[config.mk]
export PLATFORM = sky130hd
export DESIGN_NAME = vga_timing_core
export DESIGN_NICKNAME = d
export VERILOG_FILES = /design/src/rtl/vga_timing_core.sv
export SDC_FILE = /design/constraint.sdc
export NUM_CORES = 1
export LEC_CHECK = 0
export BUFFER_PORTS_ARGS = -buffer_cell sky130_fd_sc_hd__buf_2
export CAP_MARGIN = 10
export CELL_PAD_IN_SITES_DETAIL_PLACEMENT = 1
export CELL_PAD_IN_SITES_GLOBAL_PLACEMENT = 1
export CORE_MARGIN = 5
export CORE_UTILIZATION = 39
export DETAILED_ROUTE_END_ITERATION = 12
export GPL_TIMING_DRIVEN = 1
export PLACE_DENSITY_LB_ADDON = 0.1
export SYNTH_ARGS = -nofsm -noshare
export SYNTH_HDL_FRONTEND = slang
export SYNTH_SLANG_ARGS = --single-unit
[constraint.sdc]
create_clock -name clk25 -period 2.1 [get_ports clk25]
set_input_delay 0 -clock clk25 [delete_from_list [all_inputs] [get_ports clk25]]
set_output_delay 0 -clock clk25 [all_outputs]
set_load 0.05 [all_outputs]
[src/rtl/vga_timing_core.sv]
// Parametrised VGA raster engine: h/v counters, sync generation, pixel request and
// a PIPE-deep output pipeline that aligns external or test-pattern RGB with the syncs.
module vga_timing_core #(
  parameter int H_ACTIVE = 640,
  parameter int H_FP     = 16,
  parameter int H_SYNC   = 96,
  parameter int H_BP     = 48,
  parameter int V_ACTIVE = 480,
  parameter int V_FP     = 10,
  parameter int V_SYNC   = 2,
  parameter int V_BP     = 33,
  parameter int HS_POL   = 0,
  parameter int VS_POL   = 0,
  parameter int PIPE     = 2,
  parameter int CW       = 10
) (
  input  logic          clk25,
  input  logic          reset,
  input  logic [1:0]    pattern_sel,
  input  logic [11:0]   rgb_in,
  output logic [CW-1:0] x,
  output logic [CW-1:0] y,
  output logic          req,
  output logic [11:0]   rgb_out,
  output logic          hsync,
  output logic          vsync,
  output logic          de,
  output logic          frame_start
);

  localparam int H_TOTAL = H_ACTIVE + H_FP + H_SYNC + H_BP;
  localparam int V_TOTAL = V_ACTIVE + V_FP + V_SYNC + V_BP;

  localparam logic [CW-1:0] ZERO     = CW'(0);
  localparam logic [CW-1:0] ONE      = CW'(1);
  localparam logic [CW-1:0] H_LAST   = CW'(H_TOTAL - 1);
  localparam logic [CW-1:0] V_LAST   = CW'(V_TOTAL - 1);
  localparam logic [CW-1:0] H_ACT    = CW'(H_ACTIVE);
  localparam logic [CW-1:0] V_ACT    = CW'(V_ACTIVE);
  localparam logic [CW-1:0] HS_START = CW'(H_ACTIVE + H_FP);
  localparam logic [CW-1:0] HS_END   = CW'(H_ACTIVE + H_FP + H_SYNC);
  localparam logic [CW-1:0] VS_START = CW'(V_ACTIVE + V_FP);
  localparam logic [CW-1:0] VS_END   = CW'(V_ACTIVE + V_FP + V_SYNC);
  localparam logic [CW-1:0] BAR_W    = CW'(H_ACTIVE / 8);
  localparam logic          HS_ON    = (HS_POL != 0);
  localparam logic          VS_ON    = (VS_POL != 0);

  // Sync flags are kept active-high inside the pipeline; polarity is applied at the pins.
  typedef struct packed {
    logic        hs;
    logic        vs;
    logic        de;
    logic        fs;
    logic        ext;
    logic [11:0] pat;
  } stage_t;

  localparam int STAGE_W = $bits(stage_t);

  logic [CW-1:0] h_r;
  logic [CW-1:0] v_r;
  logic [1:0]    sel_r;
  logic [1:0]    sel_s;
  logic [CW-1:0] bar_s;
  stage_t        cur_s;
  stage_t        tap_s;

  function automatic logic [11:0] bar_colour(input logic [CW-1:0] idx);
    logic [11:0] c;
    if (idx > CW'(7)) begin
      c = 12'h000;
    end else begin
      case (idx[2:0])
        3'd0:    c = 12'hFFF;
        3'd1:    c = 12'hFF0;
        3'd2:    c = 12'h0FF;
        3'd3:    c = 12'h0F0;
        3'd4:    c = 12'hF0F;
        3'd5:    c = 12'hF00;
        3'd6:    c = 12'h00F;
        default: c = 12'h000;
      endcase
    end
    return c;
  endfunction

  assign x   = h_r;
  assign y   = v_r;
  assign req = cur_s.de;

  // Counter-domain view of the pixel; the selection is live on (0,0) so the new frame uses it.
  always_comb begin
    sel_s     = ((h_r == ZERO) && (v_r == ZERO)) ? pattern_sel : sel_r;
    bar_s     = h_r / BAR_W;
    cur_s     = stage_t'({STAGE_W{1'b0}});
    cur_s.de  = (h_r < H_ACT) && (v_r < V_ACT);
    cur_s.hs  = (h_r >= HS_START) && (h_r < HS_END);
    cur_s.vs  = (v_r >= VS_START) && (v_r < VS_END);
    cur_s.fs  = (h_r == ZERO) && (v_r == ZERO);
    case (sel_s)
      2'd0:    cur_s.ext = 1'b1;
      2'd1:    cur_s.pat = bar_colour(bar_s);
      2'd2:    cur_s.pat = (h_r[3] ^ v_r[3]) ? 12'hFFF : 12'h000;
      2'd3:    cur_s.pat = 12'h00F;
      default: cur_s.ext = 1'b1;
    endcase
  end

  // Raster counters and per-frame pattern latch.
  always_ff @(posedge clk25) begin
    if (reset) begin
      h_r   <= ZERO;
      v_r   <= ZERO;
      sel_r <= 2'd0;
    end else begin
      if ((h_r == ZERO) && (v_r == ZERO)) begin
        sel_r <= pattern_sel;
      end
      if (h_r == H_LAST) begin
        h_r <= ZERO;
        v_r <= (v_r == V_LAST) ? ZERO : v_r + ONE;
      end else begin
        h_r <= h_r + ONE;
      end
    end
  end

  generate
    if (PIPE == 0) begin : g_nodly
      assign tap_s = cur_s;
    end else begin : g_dly
      stage_t dly_r [PIPE];

      // Delay line matching the upstream source latency.
      always_ff @(posedge clk25) begin
        if (reset) begin
          for (int i = 0; i < PIPE; i++) begin
            dly_r[i] <= stage_t'({STAGE_W{1'b0}});
          end
        end else begin
          dly_r[0] <= cur_s;
          for (int i = 1; i < PIPE; i++) begin
            dly_r[i] <= dly_r[i-1];
          end
        end
      end

      assign tap_s = dly_r[PIPE-1];
    end
  endgenerate

  // Output register: rgb_in arrives in the same cycle as its delayed data-enable.
  always_ff @(posedge clk25) begin
    if (reset) begin
      rgb_out     <= 12'h000;
      hsync       <= ~HS_ON;
      vsync       <= ~VS_ON;
      de          <= 1'b0;
      frame_start <= 1'b0;
    end else begin
      rgb_out     <= tap_s.de ? (tap_s.ext ? rgb_in : tap_s.pat) : 12'h000;
      hsync       <= tap_s.hs ? HS_ON : ~HS_ON;
      vsync       <= tap_s.vs ? VS_ON : ~VS_ON;
      de          <= tap_s.de;
      frame_start <= tap_s.fs;
    end
  end

endmodule

==> impl_metrics.toml <==
[outcome]
status = "finished clean"

[route]
wl_met2_microns = 2580
avgRoutedWirePerCell_microns = 13.9
drt-initial-drc-count = 35
drc_errors = 0
highest_layer = "met4"
wl_met1_microns = 2420
wl_met3_microns = 242
ant_nets = 0
drt-pass1-iter-count = 4
vias_per_cell = 4.94
routed_wl_microns = 5400
num_vias = 1921

[synthesis]
yosysWarnings = 0
synthFlopType = "dfxtp_1"
synth_edf_count = 0
syn_area_sq_mm = 0.00217
synth_area_leader_cell = "dfxtp_1"
yosysMostFrequentCell = "dfxtp_1"
postSynthCellCount = 245
ys_seq_elements = 54
avgSynthCellArea_sq_um = 8.85
synth_top_area_share_pct = 49.9
synth_common_cells = "dfxtp_1, nand2_1, nor2_1"
synth_top_cells_by_area = "dfxtp_1, a21oi_1, nand2_1"
syn_nets = 265
ys_types = 36
seq_area_frac_synth_pct = 49.9
synthArstFlopShare_pct = 0

[floorplanning]
die_y_microns = 84.5
row_count = 27
io_pins = 53
die_width_microns = 84.5
initial_core_util_pct = 39.8
die_area_sq_mm = 0.00715
coreArea_sq_mm = 0.00544

[cells_and_area]
final_cells = 389
area_delta_synth_final_pct = 27.9
drive_gt1_share_pct = 24.6
nets = 336
diodes = 0

[critical_path]
cp_slowest_cell = "or4b_4"
start_kind = "register"
ff2ff_setup_slack_ps = 160
critPathMaxStageDelay_ps = 460
crit_chain = "inv_1 > ha_1 > or4b_4 > or3_4 > a211o_1 > a31oi_1"
timing.rr.start = "x[0]"
cp_max_fo = 10
cp-end-kind = "register"
crit_type = "register to register"
crit_required_ps = 2340
worstRegToRegCells = 6
rr_endpoint = "g_dly.dly_r[0][10]"
crit_buf_inv = 1
critical_path_arrival_ps = 2180
critPathTopFamily = "simple AND/OR/NAND/NOR gates"

[sta]
fin_setup_tns_ps = 0
finClkSkew_ps = 9.40
setup_ws_ps = 161
timing.fmax_mhz = 516
slew_headroom_pct = 60.7
slew_violations = 0
rsz0062_at_grt = "false"
worstMarginPinSlew_ps = 581
setup_viol_count_final = 0
hold_violations = 0
fin_crit_sh_pct = 92.3
period_minus_slack_ps = 1940

[cts]
htreeDepth = 2
clockBufferDepth = 2
postCtsSetupBuffers = 0
cts.sinks = 54
cts-root-buf = "clkbuf_8"
clk_pin_slew_ps = 100
insertion_delay_ps = 310
cts-buffers-inserted = 5
cts_tree = "built"

[power_and_ir_drop]
leakage_uw = 0.00117
ir_drop_mv = 0.344
p_comb_share_pct = 9.4
cell_internal_pwr_uw = 1380
swShare_pct = 26.2
seqPwrFrac_pct = 57.4
pwr-share-clk_pct = 33.2
p_total_uw = 1870
switching_power_uw = 490
power_density_mw_per_mm2 = 673

[grt]
grt_pass1_wl_microns = 9370
antenna_found_initial = 0
grt.total_usage_pct = 15.9
first_global_vias = 1961
overflow = 0
grt_max_degree = 29

[job]
max-cap-violations = 0

[place]
port_buffers = 52
post-place-ws_ps = 88.1
dp_hpwl_microns = 3850
place_inst = 368
place_congestion = 0.802

[min_path]
holdCritStartpoint = "pattern_sel[0]"
hp-class = "input port to register"
hold_path_depth = 3
min_to = "g_dly.dly_r[0][3]"
==> worst min-delay path: cells and delay by family <==
kind                   cells  cell delay, ps
buffers and inverters      1             130
AND/OR/NAND/NOR            1              90
AO/OA/AOI/OAI              1              60
==> worst max-delay path by stage <==
stage               from                  to  slack, ps  cells after the start
floorplan           y[3]   g_dly.dly_r[0][7]         20                      5
global placement    x[0]  g_dly.dly_r[0][10]        120                      6
detailed placement  x[0]  g_dly.dly_r[0][10]         90                      6
CTS                 x[0]   g_dly.dly_r[0][7]         60                      6
global route        y[5]   g_dly.dly_r[0][7]         30                      6
finish              x[0]  g_dly.dly_r[0][10]        160                      6
==> timing repair <==
action | in CTS | in global routing
gates resized for setup | 0 | 1
setup endpoints to repair | 0 | 2
hold endpoints to repair | 13 | 0
hold buffers | 13 | 0
==> stage by stage <==
stage               utilization, %  instance area (sq um)  hold slack [ps]
floorplan                        -                   2170              140
finish                        51.0                   2770             14.1
global route                  51.0                   2770             12.5
global placement              46.7                   2540              250
CTS                           50.9                   2770             2.27
detailed placement            46.7                   2540              262
==> power groups by stage <==
stage / Sequential (uW) / Combinational (uW) / Clock (uW)
2_1_floorplan: 1120 / 87.4 / 0
3_3_place_gp: 1090 / 153 / 0
3_5_place_dp: 1100 / 155 / 0
4_1_cts: 1070 / 174 / 646
5_1_grt: 1080 / 192 / 683
6_report: 1070 / 176 / 620
==> metal layers <==
metal	up-vias	global-route usage [%]
met5	-	0
met3	13	3.34
met2	41	25.6
li1	974	-
met4	0	7.19
met1	893	20.4
==> cell usage in the layout (no fill, tap or decap), types with 3 or more instances in the layout <==
| master | Yosys | final |
|---|---|---|
| dfxtp_2 | 0 | 3 |
| dfxtp_1 | 54 | 51 |
| nand4_1 | 3 | 3 |
| nand2_1 | 29 | 29 |
| xor2_1 | 6 | 6 |
| xnor2_1 | 9 | 9 |
| inv_1 | 6 | 6 |
| buf_2 | 0 | 52 |
| ha_1 | 4 | 4 |
| clkbuf_8 | 0 | 5 |
| nor3_1 | 7 | 7 |
| nor2b_1 | 10 | 10 |
| a21oi_1 | 22 | 22 |
| dlygate4sd3_1 | 0 | 13 |
| o21ai_0 | 5 | 5 |
| and3_1 | 4 | 4 |
| nand2b_1 | 8 | 8 |
| buf_4 | 1 | 11 |
| nor2_1 | 27 | 27 |
| nand3_1 | 10 | 10 |
| nor4_1 | 4 | 4 |
==> flip-flops by register name, summed over array words and instances, names as in the netlist <==
signal and flops:
de 1, frame_start 1, g_dly.dly_r 16, hsync 1, rgb_out 12, sel_r 2
vsync 1, x 10, y 10
==> layout make-up <==
cell class	instances	area [sq um]
Fill cell	665	2670
Sequential cell	54	1080
Multi-Input combinational cell	173	1000
Timing Repair Buffer	76	473
Tap cell	72	90.1
Clock buffer	5	68.8
Clock inverter	3	28.8
Inverter	6	22.5
==> cell families after synthesis <==
kind of cell             Yosys count  synth area share [%]
flip-flops                        54                  49.9
adder cells (fa/ha/maj)            4                  2.31
buffers and inverters             18                  3.98
AND/OR/NAND/NOR                  116                  27.5
XOR/XNOR                          15                  6.06
AO/OA/AOI/OAI                     38                  10.2
(Power assumes the default switching activity.)
